`src/rtl/dmux_bank_reg.sv`:
```
// Bank of three registered demultiplexers (1-to-2, 1-to-4, 1-to-8).
// Each channel steers its data to the selected lane and zeroes the rest.

module dmux_chan_reg #(
   parameter int WIDTH = 1,
   parameter int SEL_W = 1
) (
   input  logic                          clk,
   input  logic                          rst_n,
   input  logic [WIDTH-1:0]              data,
   input  logic [SEL_W-1:0]              sel,
   input  logic                          en,
   output logic [(1<<SEL_W)*WIDTH-1:0]   lanes
);

   localparam int LANES = 1 << SEL_W;

   logic [LANES-1:0]       lane_hot;
   logic [LANES*WIDTH-1:0] lanes_nxt;

   assign lane_hot = LANES'(1) << sel;

   // Each lane is the data masked by its one-hot select bit.
   for (genvar k = 0; k < LANES; k++) begin : g_lane
      assign lanes_nxt[k*WIDTH +: WIDTH] = {WIDTH{lane_hot[k]}} & data;
   end

   always_ff @(posedge clk or negedge rst_n) begin
      if (!rst_n) begin
         lanes <= '0;
      end else if (en) begin
         lanes <= lanes_nxt;
      end
   end

endmodule

module dmux_bank_reg #(
   parameter int WIDTH = 1
) (
   input  logic                 clk,
   input  logic                 rst_n,
   input  logic [WIDTH-1:0]     d2_in,
   input  logic                 d2_sel,
   input  logic                 d2_en,
   output logic [2*WIDTH-1:0]   d2_out,
   input  logic [WIDTH-1:0]     d4_in,
   input  logic [1:0]           d4_sel,
   input  logic                 d4_en,
   output logic [4*WIDTH-1:0]   d4_out,
   input  logic [WIDTH-1:0]     d8_in,
   input  logic [2:0]           d8_sel,
   input  logic                 d8_en,
   output logic [8*WIDTH-1:0]   d8_out
);

   dmux_chan_reg #(.WIDTH(WIDTH), .SEL_W(1)) u_d2 (
      .clk   (clk),
      .rst_n (rst_n),
      .data  (d2_in),
      .sel   (d2_sel),
      .en    (d2_en),
      .lanes (d2_out)
   );

   dmux_chan_reg #(.WIDTH(WIDTH), .SEL_W(2)) u_d4 (
      .clk   (clk),
      .rst_n (rst_n),
      .data  (d4_in),
      .sel   (d4_sel),
      .en    (d4_en),
      .lanes (d4_out)
   );

   dmux_chan_reg #(.WIDTH(WIDTH), .SEL_W(3)) u_d8 (
      .clk   (clk),
      .rst_n (rst_n),
      .data  (d8_in),
      .sel   (d8_sel),
      .en    (d8_en),
      .lanes (d8_out)
   );

endmodule

```
`config.mk`:
```
export PLATFORM = sky130hd
export DESIGN_NAME = dmux_bank_reg
export DESIGN_NICKNAME = d
export VERILOG_FILES = /design/src/rtl/dmux_bank_reg.sv
export SDC_FILE = /design/constraint.sdc
export NUM_CORES = 1
export LEC_CHECK = 0
export CORE_UTILIZATION = 39
export DETAILED_ROUTE_END_ITERATION = 7
export GPL_TIMING_DRIVEN = 0
export HOLD_SLACK_MARGIN = 0.08
export MAX_ROUTING_LAYER = met4
export PLACE_DENSITY = 0.76
export SLEW_MARGIN = 40
export SYNTH_ARGS = -nofsm -noshare
export SYNTH_HDL_FRONTEND = slang
export SYNTH_SLANG_ARGS = --single-unit
```
`constraint.sdc`:
```
create_clock -name clk -period 1 [get_ports clk]
set_input_delay 0.15 -clock clk [delete_from_list [all_inputs] [get_ports clk]]
set_output_delay 0.15 -clock clk [all_outputs]
set_load 0.03 [all_outputs]
```
# Word-level counts from Yosys, hierarchy flattened
# Cells that the tools add are included.
# W data, S select, Z words.
[word_totals] ff_bits=14 word_cells=20 input_bits=14
[op_classes] bitwise=14 shifts=3
[op_table] cell="$and A1 B1 Y1" count=14
[op_table] cell="$shl A1 B3 Y8 const A" count=1
[op_table] cell="$shl A1 B2 Y4 const A" count=1
[op_table] cell="$shl A1 B1 Y2 const A" count=1

# Longest topological paths before layout
# Gate-level depths: netlist of the first run.
[logic_depth] word_depth=2 mapped_depth=3

# Hierarchy
# A second synthesis of the first run with hierarchy kept.
[unflattened] cells_unflattened=54 area_unflattened_um2=618.1
[modules_own_cells] mod="dmux_chan_reg (u_d8)" cells_each=30 seq_area_each_um2=200.2 area_per_inst_um2=377.9 n_inst=1
[modules_own_cells] mod="dmux_chan_reg (u_d4)" cells_each=16 seq_area_each_um2=100.1 area_per_inst_um2=160.2 n_inst=1
[modules_own_cells] mod="dmux_chan_reg (u_d2)" cells_each=8 seq_area_each_um2=50.0 area_per_inst_um2=80.1 n_inst=1

# Worst setup path after synthesis of the first run
# Ideal clock, no wire load.
[synth_path] kind="register to register" startpoint="register u_d8.lanes[5] (netlist name)" endpoint="register u_d8.lanes[5]" arrival_ns=0.847 period_less_slack_ns=0.968 path_slack_ns=0.032 stages_incl_launch_ff=3 required_ns=0.880 path_cell_list="dfrtp_1 > and2b_1 > a41o_1"
[synth_rtl] element="end signal, assigned" line="32" rtl="lanes <= lanes_nxt;"
[synth_rtl] element="end, declared" line="13" rtl="output logic [(1<<SEL_W)*WIDTH-1:0] lanes"

# Final worst setup path of the first run
[layout_path] startpoint="register u_d4.lanes[0]" endpoint="output port d4_out[0]"
[layout_rtl] element="start, declared" line="13"
[layout_rtl] element="start signal, assigned" line="32"
[layout_rtl] element="end, declared" line="50" rtl="output logic [4*WIDTH-1:0] d4_out,"
# No word-level cell between the ends.

==> results of run 1 <==
-- cell families (layout without fill, tap and decap cells) --
kind of cell / after synthesis / in the layout / share of synthesized area
flip-flops: 14 / 14 / 0.569
AO/OA/AOI/OAI: 13 / 13 / 0.169
multiplexers: 1 / 1 / 0.0163
buffers and inverters: 8 / 39 / 0.0610
AND/OR/NAND/NOR: 18 / 18 / 0.185
-- report_power, final --
part           switching (mW)  internal, mW  leakage (nW)
Sequential             0.0167         0.593         0.190
Combinational           0.129         0.123         0.302
Clock                   0.156         0.139        0.0138
-- flip-flops by register name (all words and copies together) (netlist names) --
signal and flops:
u_d8.lanes 8, u_d2.lanes 2, u_d4.lanes 4
-- repair_timing --
item,CTS,global route
resized for setup,70,31
cloned,0,0
buffers inserted,0,1
setup endpoints to repair,14,14
hold buffers,0,0
-- routing by layer --
layer  GRT usage  wire length, um  share of wire  up-vias
met5           -                0              0        -
met4      0.0774                4         0.0035        0
met3      0.0391               83          0.072        2
met2       0.250              566           0.49       22
met1       0.193              504           0.44      231
li1            -                -              -      251
-- cell usage after synthesis --
library cell	count	share of area
sky130_fd_sc_hd__nand2_1	3	0.018
sky130_fd_sc_hd__o21ai_0	1	0.0081
sky130_fd_sc_hd__a41o_2	1	0.018
sky130_fd_sc_hd__buf_6	1	0.018
sky130_fd_sc_hd__nor2_1	1	0.0061
sky130_fd_sc_hd__nor2b_4	1	0.022
sky130_fd_sc_hd__nand2b_1	2	0.020
sky130_fd_sc_hd__nand4_1	1	0.010
sky130_fd_sc_hd__nand3_1	1	0.0081
sky130_fd_sc_hd__a31o_2	1	0.014
sky130_fd_sc_hd__and2b_1	4	0.049
sky130_fd_sc_hd__a31o_1	2	0.028
sky130_fd_sc_hd__inv_1	7	0.043
sky130_fd_sc_hd__a41o_1	3	0.049
sky130_fd_sc_hd__dfrtp_1	14	0.57
sky130_fd_sc_hd__o22ai_1	5	0.051
sky130_fd_sc_hd__nor2b_1	5	0.051
sky130_fd_sc_hd__mux2i_1	1	0.016
-- area by class of cell --
cell class / instances / area [um2]
fillers: 116 / 455
flip-flops and latches: 14 / 350
repair buffers: 28 / 270
multi-input cells: 32 / 228
inverters: 7 / 26.3
clock buffers: 3 / 22.5
well taps: 15 / 18.8
plain buffers: 1 / 11.3
-- worst max path at each step --
| stage | from | to | slack, ns |
|---|---|---|---|
| global route | u_d8.lanes[4]$_DFFE_PN0P_ | d8_out[4] | 0.0002 |
| CTS | u_d4.lanes[3]$_DFFE_PN0P_ | d4_out[3] | 0.001 |
| global placement | d8_en | u_d8.lanes[6]$_DFFE_PN0P_ | -0.27 |
| finish | u_d4.lanes[0]$_DFFE_PN0P_ | d4_out[0] | 0.03 |
| detailed placement | d8_en | u_d8.lanes[5]$_DFFE_PN0P_ | -0.26 |
| floorplan | u_d8.lanes[5]$_DFFE_PN0P_ | u_d8.lanes[5]$_DFFE_PN0P_ | 0.03 |
-- metrics by stage --
stage	power, mW	instances	cell area [um2]	util	TNS [ns]
floorplan	0.731	54	616	-	0
global placement	0.872	96	905	0.654	-3.95
detailed placement	0.873	96	905	0.654	-4.19
CTS	1.15	99	857	0.620	0
global route	1.22	100	927	0.671	0
finish	1.16	100	927	0.671	0
==> run metrics, run 1 <==
Worst Hold Launch d8_sel[0]; number of port buffers 27; total via count after detailed routing 506; clock transition time at the flip-flop clock pins of the worst setup and hold paths 0.08 ns; worst hold path depth 3; Yosys warning total 0; most common cell after layout, fill and taps aside sky130_fd_sc_hd__dfrtp_1; layout net count 101; Setup crit start kind flop; CP Class reg2out; maximum buffer depth of the clock tree 2; net count after synthesis 68; final worst-path setup slack 0.0307 ns; Final Hold Vio Count 0; origin of the critical flop-to-flop path u_d8.lanes[1]$_DFFE_PN0P_; run status completed; clock sink count 14; H-tree depth reported by CTS 1; Critical Path Fanout Max 2; detailed-route wire length per cell 11.6 um; wire length of the first global-routing pass 2.10 mm; number of remaining DRC errors 0; clock tree skew after final layout 0 ns; pin count of the biggest net entering global routing 15; sum of net half-perimeters after detailed placement 880 um; worst path arrival time 0.82 ns; Die H 41.7 um; Final period util 0.969; cell family with most CP delay flip-flops; initial antenna violation count 0; number of buffers created by CTS 3; synthesis-stage register bit count 14; Rows 13; leakage dissipation 0.506 nW; global-route usage over all layers 0.160; area inside the core boundary 1380 um2; terminating pin of the worst hold path u_d8.lanes[7]$_DFFE_PN0P_; fraction of layout instances using a drive strength above 1 0.259; transition at the pin with the smallest max-transition slack 0.632 ns; worst path required time 0.85 ns; largest stage delay on the critical path 0.38 ns; Critical Path Slowest Stage Cell sky130_fd_sc_hd__dfrtp_1; share of the yosys chip area belonging to registers 0.569; vias in the first global route 489; number of cells on the critical path 1; RSZ-0062 raised after global routing false; endpoint of the worst register-to-register path u_d8.lanes[1]$_DFFE_PN0P_; number of antenna repair diodes 0; Pins Over Slew Limit 0; Final Setup Violations 0; netlist area before placement 616 um2; Clk Latency, worst-skew pair 0.26 ns; max_cap viols 0; Placer Congestion 0.690; cell at the root of the clock tree sky130_fd_sc_hd__clkbuf_4; Initial Utilization 0.445; worst min-delay path class in2reg; worst slew margin relative to its limit 0.578; reg2reg setup slack 0.09 ns; detailed-route wire length 1.16 mm; highest ir drop seen on vdd 0.000745 V; layout overhead on the synthesized area 50.6%; count of pins on the block boundary 28; die extent in x 41.7 um; power density cells 1250 nW/um2; count of antenna-violating nets left after detailed routing 0; commonest non-fill, non-tap cells in the layout sky130_fd_sc_hd__dfrtp_1 (14), sky130_fd_sc_hd__clkdlybuf4s50_1 (10), sky130_fd_sc_hd__buf_6 (9); DRC marker count from the first detailed-route iteration 10; leftover overflow at the end of global routing 0; DR pass1 iterations 4; Crit. End Element output port; Achievable Freq 1030 MHz; final worst path period need 0.969 ns; unique cell type count in the Yosys netlist 18; worst reg-to-reg path cell count 3; Worst Setup Slack post-DPL -0.260 ns; cell chain of the critical path buf_4; Cells after Synth 54; clock tree from TritonCTS built; Mapped Avg Cell Area 11.4 um2; number of buffers and inverters on the critical path 1; post-route worst hold slack 0.245 ns; Via-to-Cell Ratio 5.06; area enclosed by the die boundary 1740 um2
No activity file was read; power rests on OpenSTA's default activity.
==> run 2: changes to the inputs <==
- CAP_MARGIN: unset -> 20
- CORE_MARGIN: unset -> 2
==> run metrics, run 2 (same netlist as run 1, synthesis figures left out) <==
part of the power in combinational logic 0.223 (+0.005); fraction of layout instances using a drive strength above 1 0.259 (unchanged); cell internal pwr 0.864 mW (+1.2%); detailed-route wire length 1.30 mm (+13%); area enclosed by the die boundary 1910 um2 (+9.8%); Core Util, Final 0.641 (-0.0294); cell at the root of the clock tree sky130_fd_sc_hd__clkbuf_4; detailed-route wire length per cell 12.9 um (+11%); worst min-delay path class in2async; switching share of total power 0.268 (+0.00708); power density cells 1240 nW/um2 (-0.81%); H-tree depth reported by CTS 1 (unchanged); layout net count 101 (unchanged); clock network power share 0.258 (+0.003); post-route cell area 955 um2 (+3.0%); CP Class in2reg; final worst-path setup slack 0.0201 ns (-0.0106 ns); worst path arrival time 1.14 ns (+0.32 ns); number of standard cells in the final layout excluding fillers 101 (+1.0%); # hold bufs at CTS 0 (unchanged); most flop-heavy register u_d8.lanes; initial antenna violation count 0 (unchanged); global-route usage over all layers 0.164 (+0.00405); standard cell area after detailed placement 906 um2 (+0.14%); clock tree from TritonCTS built; Worst Setup Slack post-DPL -0.266 ns (-0.00609 ns); number of remaining DRC errors 0 (unchanged); max_cap viols 0 (unchanged); Via-to-Cell Ratio 5.30 (+4.7%); Final Hold Vio Count 0 (unchanged); leakage dissipation 0.500 nW (-1.1%); Pins Over Slew Limit 0 (unchanged); Placer Congestion 0.750 (+8.7%); Setup crit start kind input pin; transition at the pin with the smallest max-transition slack 0.622 ns (-0.00929 ns); Final period util 0.980 (+0.0106); number of antenna repair diodes 0 (unchanged); vias in the first global route 534 (+9.2%); number of buffers created by CTS 3 (unchanged); final worst path period need 0.980 ns (+0.0106 ns); RSZ-0062 raised after global routing true; total via count after detailed routing 535 (+5.7%); Psw 0.316 mW (+4.9%); highest ir drop seen on vdd 0.000667 V (-10%); commonest non-fill, non-tap cells in the layout sky130_fd_sc_hd__buf_6 (14), sky130_fd_sc_hd__dfrtp_1 (14), sky130_fd_sc_hd__clkdlybuf4s50_1 (11); leftover overflow at the end of global routing 0 (unchanged); pin count of the biggest net entering global routing 15 (unchanged); area inside the core boundary 1490 um2 (+7.7%); aggregate negative setup slack 0 ns (unchanged); worst slew margin relative to its limit 0.584 (+0.00621); worst path required time 1.16 ns (+0.31 ns); total placed cells including tap cells 97 (+1.0%); Initial Utilization 0.413 (-0.0318); number of port buffers 27 (unchanged); fill cell instance count of the final layout 131 (+13%); Die H 43.7 um (+4.8%); Critical Path Fanout Max 5 (+3); clock tree skew after final layout 0 ns (unchanged); registers with the highest flip-flop counts u_d8.lanes x8, u_d4.lanes x4, u_d2.lanes x2; DR pass1 iterations 2 (-2); Achievable Freq 1020 MHz (-1.1%); maximum buffer depth of the clock tree 2 (unchanged); clock transition time at the flip-flop clock pins of the worst setup and hold paths 0.08 ns (about the same); DRC marker count from the first detailed-route iteration 4 (-6); wire length of the first global-routing pass 2.24 mm (+6.9%); Final Setup Violations 0 (unchanged); Clk Latency, worst-skew pair 0.26 ns (about the same); die extent in x 43.7 um (+4.8%); count of antenna-violating nets left after detailed routing 0 (unchanged); number of flip-flops under the largest register name 8 (unchanged); run status completed; sum of net half-perimeters after detailed placement 999 um (+13%); clock sink count 14 (unchanged); portion of total power attributed to sequential cells 0.518 (-0.009); Crit. End Element flop; Rows 14 (+1); count of pins on the block boundary 28 (unchanged); layout overhead on the synthesized area 55.1%
==> run 2: cell types whose count changed in the layout (fill, tap and decap cells not counted) <==
cell and change:
sky130_fd_sc_hd__clkdlybuf4s50_1 +1, sky130_fd_sc_hd__buf_6 +5, sky130_fd_sc_hd__buf_4 -1, sky130_fd_sc_hd__buf_2 -4, sky130_fd_sc_hd__dlymetal6s2s_1 -1
==> run 2: per-stage QoR <==
| step | hold WS [ns] | power, mW |
|---|---|---|
| final | 0.260 | 1.18 |
| after global routing | 0.299 | 1.26 |
| after CTS | 0.286 | 1.17 |
| after detailed placement | 0.525 | 0.877 |
| after global placement | 0.511 | 0.873 |
| after floorplan | -0.146 | 0.731 |
==> run 2: per-layer routing <==
layer  track usage  up-vias  wire, um
met5             -        -         0
met4        0.0545        0         0
met3        0.0375        0       111
met2         0.276       23       700
met1         0.192      257       490
li1              -      255         -
==> run 2: worst max-delay path, stage by stage <==
cell	delay [ns]
sky130_fd_sc_hd__clkdlybuf4s50_1	0.54
sky130_fd_sc_hd__and2b_1	0.22
sky130_fd_sc_hd__a41o_1	0.23
==> run 2: layout make-up <==
class                      count  area [um2]  share of cell area
clock buffer                   3        22.5              0.0236
timing repair buffer          28         297               0.311
tap                           16        20.0              0.0210
buffer                         1        11.3              0.0118
sequential                    14         350               0.367
inverter                       7        26.3              0.0275
multi-input combinational     32         228               0.239
==> run 2: worst paths after layout <==
path,startpoint,endpoint,slack (ns),depth (start not counted)
setup / recovery,d8_sel[0],u_d8.lanes[6]$_DFFE_PN0P_,0.02,3
hold / removal,rst_n,u_d8.lanes[1]$_DFFE_PN0P_,0.26,1
setup reg to reg,u_d8.lanes[3]$_DFFE_PN0P_,u_d8.lanes[3]$_DFFE_PN0P_,0.14,2
hold reg to reg,u_d8.lanes[7]$_DFFE_PN0P_,u_d8.lanes[7]$_DFFE_PN0P_,0.54,2
max in group asynchronous,rst_n,u_d8.lanes[0]$_DFFE_PN0P_,0.33,1
min in group clk,d8_sel[1],u_d8.lanes[7]$_DFFE_PN0P_,0.26,3
==> run 2: timing repair <==
item,in CTS,in global routing
setup buffers,0,1
resized for setup,74,37
setup endpoints to repair,14,16
==> run 2: power groups by stage <==
stage          sequential (mW)  clock, mW  combinational (mW)
2_1_floorplan            0.672          0              0.0585
3_3_place_gp             0.617          0               0.255
3_5_place_dp             0.617          0               0.260
4_1_cts                  0.607      0.325               0.239
5_1_grt                  0.616      0.358               0.283
6_report                 0.612      0.305               0.264
==> run 3: changes to the inputs <==
- CAP_MARGIN: 20 -> 5
==> results of run 3 <==
No change in the layout: final DEF, timing and power equal those of run 2.
